## config.mk

```make
export PLATFORM = sky130hd
export DESIGN_NAME = locked_register_bank
export DESIGN_NICKNAME = d
export VERILOG_FILES = /design/src/rtl/locked_register_bank.sv
export SDC_FILE = /design/constraint.sdc
export NUM_CORES = 1
export LEC_CHECK = 0
export CAP_MARGIN = 20
export CORE_ASPECT_RATIO = 0.7
export CORE_MARGIN = 2
export CORE_UTILIZATION = 51
export DETAILED_ROUTE_END_ITERATION = 12
export GPL_TIMING_DRIVEN = 0
export HOLD_SLACK_MARGIN = 0.03
export PLACE_DENSITY = 0.87
export SYNTH_ARGS = -nofsm -noshare
export SYNTH_HDL_FRONTEND = slang
export SYNTH_SLANG_ARGS = --single-unit
```

## constraint.sdc

```tcl
create_clock -name Clk -period 5.61 [get_ports Clk]
set_clock_uncertainty 0.1 [all_clocks]
set_input_delay 1.122 -clock Clk [delete_from_list [all_inputs] [get_ports Clk]]
set_output_delay 1.122 -clock Clk [all_outputs]
set_load 0.03 [all_outputs]
```

## src/rtl/locked_register_bank.sv

```systemverilog
// locked_register_bank: write-protected register bank with sticky locks and a trusted debug window; VIOLATION_CNT_EN adds a rejected-write counter
module locked_register_bank #(
  parameter int                DATA_W    = 16,
  parameter int                NUM_REGS  = 8,
  parameter int                ADDR_W    = $clog2(NUM_REGS),
  parameter logic [DATA_W-1:0] RESET_VAL = '0,
  parameter int                CNT_W     = 8
) (
  input  logic                Clk,
  input  logic                reset,
  input  logic                write,
  input  logic [ADDR_W-1:0]   addr,
  input  logic [DATA_W-1:0]   Data_in,
  input  logic                lock_req,
  input  logic [ADDR_W-1:0]   lock_addr,
  input  logic                lock_all,
  input  logic                trusted,
  input  logic                debug_mode,
  input  logic [ADDR_W-1:0]   rd_addr,
  output logic [DATA_W-1:0]   Data_out,
  output logic [NUM_REGS-1:0] lock_status,
  output logic                dbg_open,
  output logic                write_ack,
  output logic                write_err,
  output logic [CNT_W-1:0]    viol_count
);
  typedef enum logic [1:0] {IDLE, OPEN, LOCKOUT} state_t;
  localparam logic [ADDR_W:0] NREGS = (ADDR_W+1)'(NUM_REGS);
  state_t state_q, state_d;
  logic [DATA_W-1:0] regs_q [NUM_REGS];
  logic [DATA_W-1:0] regs_d [NUM_REGS];
  logic [NUM_REGS-1:0] lock_q, lock_d;
  logic [DATA_W-1:0] dout_q, dout_d;
  logic ack_q, ack_d, err_q, err_d;
  logic addr_ok, rd_ok, lock_ok, wr_ok;
  assign addr_ok = {1'b0, addr} < NREGS;
  assign rd_ok = {1'b0, rd_addr} < NREGS;
  assign lock_ok = {1'b0, lock_addr} < NREGS;
  assign wr_ok = write & addr_ok & (~lock_q[addr] | (state_q == OPEN));
  // debug window FSM: once trust is lost inside the window it stays shut until debug_mode drops
  always_comb begin
    state_d = state_q;
    case (state_q)
      IDLE:    state_d = (debug_mode & trusted) ? OPEN : IDLE;
      OPEN:    state_d = ~debug_mode ? IDLE : (~trusted ? LOCKOUT : OPEN);
      LOCKOUT: state_d = ~debug_mode ? IDLE : LOCKOUT;
      default: state_d = IDLE;
    endcase
  end
  // register file update, sticky locks, registered read and one-cycle write status
  always_comb begin
    regs_d = regs_q;
    if (wr_ok) regs_d[addr] = Data_in;
    lock_d = lock_q | {NUM_REGS{lock_all}} | ((lock_req & lock_ok) ? NUM_REGS'(1) << lock_addr : '0);
    dout_d = rd_ok ? regs_q[rd_addr] : '0;
    ack_d = wr_ok;
    err_d = write & ~wr_ok;
  end
  // state registers
  always_ff @(posedge Clk or posedge reset) begin
    if (reset) begin
      state_q <= IDLE;
      regs_q <= '{default: RESET_VAL};
      lock_q <= '0;
      dout_q <= '0;
      ack_q <= 1'b0;
      err_q <= 1'b0;
    end else begin
      state_q <= state_d;
      regs_q <= regs_d;
      lock_q <= lock_d;
      dout_q <= dout_d;
      ack_q <= ack_d;
      err_q <= err_d;
    end
  end
`ifdef VIOLATION_CNT_EN
  logic [CNT_W-1:0] viol_q, viol_d;
  // saturating count of rejected writes
  always_comb viol_d = (err_d && viol_q != '1) ? viol_q + 1'b1 : viol_q;
  // violation counter register
  always_ff @(posedge Clk or posedge reset) begin
    if (reset) viol_q <= '0;
    else viol_q <= viol_d;
  end
  assign viol_count = viol_q;
`else
  assign viol_count = '0;
`endif
  assign Data_out = dout_q;
  assign lock_status = lock_q;
  assign dbg_open = state_q == OPEN;
  assign write_ack = ack_q;
  assign write_err = err_q;
endmodule

```

Word-level counts from Yosys, hierarchy flattened
Index checks and enable logic that the tools add are counted.

cells by class
  shift operators = 1
  equal/unequal tests = 2
  divide/modulo/power cells = 0
  reduce and logical (&&, ||, !) cells = 2
  add/subtract/negate cells = 0
  $mul = 0
  multiplexer cells = 14
  $lt $le $gt $ge = 4
  bitwise operators = 10

operators with widths
  cell                                                                           number
  128-bit bitwise mux                                                            1
  16-bit binary-select mux with 3-bit select                                     1
  16-bit demux with 3-bit select                                                 1
  16-bit two-way mux                                                             3
  8-bit OR                                                                       2
  4-bit >= comparator (second input constant)                                    2
  8-bit two-way mux                                                              1
  3-bit NOT with 4-bit output                                                    2
  1-bit by 3-bit << shifter with 8-bit output (first input constant)             1
  2-bit two-way mux                                                              3
  2-bit one-hot mux with 3 select lines                                          1
  3-bit by 4-bit less-than comparator with 1-bit output (second input constant)  1
  4-bit by 1-bit less-than comparator with 1-bit output (second input constant)  1
  1-bit bitwise AND                                                              3
  1-bit binary-select mux with 3-bit select                                      1
  2-bit by 1-bit equality test with 1-bit output (second input constant)         1
  2-bit equality test (second input constant)                                    1
  2-bit logical NOT                                                              1
  1-bit two-way mux                                                              2
  1-bit NOT                                                                      2
  1-bit logical AND                                                              1
  1-bit OR                                                                       1

storage, ports and cells
  memories kept = 0
  bits in read-only memories = 0
  bits in latches = 0
  output and inout port bits = 35
  bits of input ports = 32
  bits in writable memories = 0
  bits in registers = 156

Longest topological paths before layout
  word-level depth = 7
  mapped depth = 8
  mapped depth without buffers = 5

Worst setup path before layout
OpenSTA, ideal clock, no wires.

  path kind = input to register
  start point = input addr[1]
  end point = register regs_q[16] in the netlist's numbering
  stages on the path = 8
  library setup time = 0.127 ns
  setup slack = 2.641 ns
  path buffers = 3
  arrival time = 2.741 ns
  path through = buf_4 -> mux2_2 -> a222oi_1 -> a21o_2 -> and3_1 -> buf_4 -> buf_6 -> mux2_1

between the ends
  word-level cells in the longest chain between the ends = 6
  elaborated cells between the ends (all ways) = 12

RTL lines
  what                                                                                                                       RTL line  source
  from (decl)                                                                                                                12        input logic [ADDR_W-1:0] addr,
  3-bit NOT with 4-bit output (not written as such)                                                                          53        if (wr_ok) regs_d[addr] = Data_in;
  4-bit >= comparator (not written as such) / 4-bit by 1-bit less-than comparator with 1-bit output (equally long branches)  53
  1-bit logical AND (not written as such)                                                                                    53
  16-bit two-way mux (not written as such)                                                                                   53
  16-bit demux with 3-bit select                                                                                             53
  128-bit bitwise mux                                                                                                        53
  to (signal assigned)                                                                                                       70        regs_q <= regs_d;
  to (decl)                                                                                                                  30        logic [DATA_W-1:0] regs_q [NUM_REGS];

Parallel ways exist; a longest one is shown, timed or not. The select of a mux whose other input is x is not followed.
A chain may end at the register's enable or synchronous reset.

Final worst setup path
  start point = input addr[0]
  end point = register regs_q[112] in the netlist's numbering

Same word-level chain as after synthesis.

==> run_results.csv <==
group,metric,value,unit
finish,layout_common_cells,"dfrtp_1, mux2_2, o2bb2ai_1",
logic_synthesis,synth_edf_count,0,
power,p_switching,890,uW
setup_path,r2r_end,"regs_q[112]",
setup_path,endpoint_kind,"register",
grt,antenna_found_initial,0,
clock_tree,cts_setup_buffers,0,
timing,finalHoldViolCount,0,
clock_tree,htreeDepth,4,
outcome,status,"finished, final reports clean",
route,drt_first_pass_iters,4,
power,leakagePower,3.45,nW
finish,fillCellCount,914,
worst_hold_path,holdCritStartpoint,"state_q[1]",
grt,overflow,0,
setup_path,r2r-start,"state_q[1]",
power,power_frac_seq,43.7,%
route,drtIter0Drc,418,
logic_synthesis,syn_area,0.00681,mm2
floorplan,num_rows,35,
power,intPower,2.66,mW
setup_path,reg2reg_depth,5,
place,place.gp.congestion,0.783,
route,vias_per_cell,6.30,
finish,fin_nets,553,
power,vdd_drop_max,250,uV
power,switching_share,25.1,%
route,postRouteAntennaNets,0,
timing,min_period,3.50,ns
logic_synthesis,syn_avg_cell_area,15.4,um2
grt,grt_pass1_vias,4727,
finish,layout-drive-gt1-share,32.9,%
floorplan,start_util,52.0,%
setup_path,arrival,3.71,ns
finish,n_antenna_cell,0,
clock_tree,clk_path_buf_depth,2,
route,num_vias,4397,
place,port_buffers,52,
logic_synthesis,synth_seq_area_share,57.3,%
place,hpwl,10800,um
timing,relSlewSlack,41.6,%
logic_synthesis,ys.warnings.count,0,
clock_tree,numCtsBuffers,17,
timing,holdWs,0.385,ns
floorplan,io_pins,67,
timing,drv_slew,0,
logic_synthesis,yosysTopAreaCell,"dfrtp_1",
clock_tree,clk_latency,0.42,ns
logic_synthesis,synth_ff_type,"dfrtp_1",
timing,tightest_slew,0.875,ns
run,cap_violations,0,
grt,grt_max_degree,100,
worst_hold_path,worstHoldPathCells,1,
timing,fin_setup_tns,0,ns
timing,setup_violations,0,
power,power_frac_clock,36.7,%
grt,grt_pass1_wl,26600,um
clock_tree,cts_resized,0,
clock_tree,cts.sinks,156,
route,wire_per_inst,23.7,um
logic_synthesis,ys_ff_latch,156,
logic_synthesis,syn_inst,442,
clock_tree,cts_tree,"done",
setup_path,critPathMaxFanout,10,
logic_synthesis,synth.area.top_cells,"dfrtp_1, mux2_2, mux4_2, o2bb2ai_1, mux2_1",
route,drc,0,
setup_path,start_kind,"input port",
setup_path,r2r_slack,2.96,ns
logic_synthesis,yosysUniqueCellTypes,32,
clock_tree,cts.clk_slew.worst_paths,0.06,ns
clock_tree,root_buffer,"clkbuf_16",
timing,rsz0062_at_grt,"no",
logic_synthesis,synth.top_cell.area_share,57.3,%
power,cellPowerDensity,430,mW/mm2
worst_hold_path,min_path_type,"register to register",
setup_path,crit_type,"input port to register",
timing,fmax,0.285,GHz
power,p_comb_share,19.6,%
floorplan,die_height,101,um
floorplan,dieWidth,142,um
worst_hold_path,min_to,"state_q[0]",
setup_path,cp.required,5.81,ns
floorplan,die_area,0.0143,mm2
timing,period_share,62.4,%
floorplan,coreArea,0.0131,mm2
grt,grtUsageTotal,25.1,%
route,drt-total-wl,16500,um
finish,area_growth,21.3,%
logic_synthesis,synthArstFlopShare,100,%
power,fin_total_pwr,3.55,mW
finish,layout_commonest_cell,"dfrtp_1",
clock_tree,cts_hold_buf,0,
worst max path at each step:
stage                  endpoint    start  depth (start not counted)  slack [ns]
global route        regs_q[114]  addr[0]                          6        1.96
CTS                  regs_q[20]  addr[0]                          8        2.17
detailed placement   regs_q[20]  addr[0]                          8        1.76
finish              regs_q[112]  addr[0]                          6        2.11
floorplan           Data_out[0]    reset                          1        0.18
global placement     regs_q[94]    reset                          2       -1.56
stage by stage:
stage / util, % / setup WS (ns) / instances / instance area [um2]
after global routing: 63.1 / 1.96 / 698 / 8260
final: 63.1 / 2.11 / 698 / 8260
after global placement: 57.8 / -1.56 / 667 / 7560
after floorplan: - / 0.181 / 449 / 6840
after detailed placement: 58.0 / 1.76 / 668 / 7600
after CTS: 63.1 / 2.17 / 698 / 8260
area by class of cell:
type                            instances  area [um2]  area share (%)
Buffer                                 37         218            2.64
Clock buffer                           23         478            5.79
Inverter                                2        12.5           0.151
Multi-Input combinational cell        254        2710            32.8
Tap cell                              166         208            2.51
Sequential cell                       156        3900            47.3
Clock inverter                          7         185            2.24
Timing Repair Buffer                   53         548            6.63
cells by family after synthesis:
| kind of cell | Yosys count | share of synthesized area (%) |
|---|---|---|
| buffers and inverters | 39 | 3.31 |
| other | 1 | 0.0551 |
| flip-flops | 156 | 57.3 |
| AND/OR/NAND/NOR | 54 | 5.33 |
| AO/OA/AOI/OAI | 71 | 8.73 |
| multiplexers | 121 | 25.3 |
cells in the mapped netlist (3+ instances only):
library cell	count
o2bb2ai_1	60
mux2_1	16
nand3_2	4
dfrtp_1	156
mux2_2	71
mux4_2	32
nor2_1	12
clkbuf_1	7
nor2b_1	4
buf_4	12
buf_2	14
o21ai_0	7
nand2b_1	3
nand4_4	4
nand2_1	18
registers in the layout (all words and copies together), names as in the netlist:
name and count:
regs_q 128, Data_out 16, lock_status 8, state_q 2, write_ack 1, write_err 1
critical path: stages:
cell and delay (ns):
clkdlybuf4s50_1 0.54, nor2_2 0.26, o21ai_0 0.23, nor3_2 0.67, buf_2 0.48, mux2_2 0.39
power groups by stage:
stage                     Sequential, mW  Clock, mW  Combinational, mW
final                               1.55       1.30              0.695
after CTS                           1.55       1.31              0.700
after global placement              1.53          0              0.660
after global routing                1.58       1.36              0.743
after detailed placement            1.56          0              0.689
after floorplan                     1.58          0              0.428
per-layer routing:
metal | global-route usage, % | wire length, um | up-vias | share of wire, %
met2 | 39.3 | 7840 | 226 | 47
met5 | 0 | 0 | - | 0
met4 | 9.62 | 394 | 0 | 2.4
met3 | 7.08 | 1370 | 42 | 8.3
met1 | 33.9 | 6930 | 2318 | 42
li1 | - | - | 1811 | -
No activity file was read; power rests on OpenSTA's default activity.
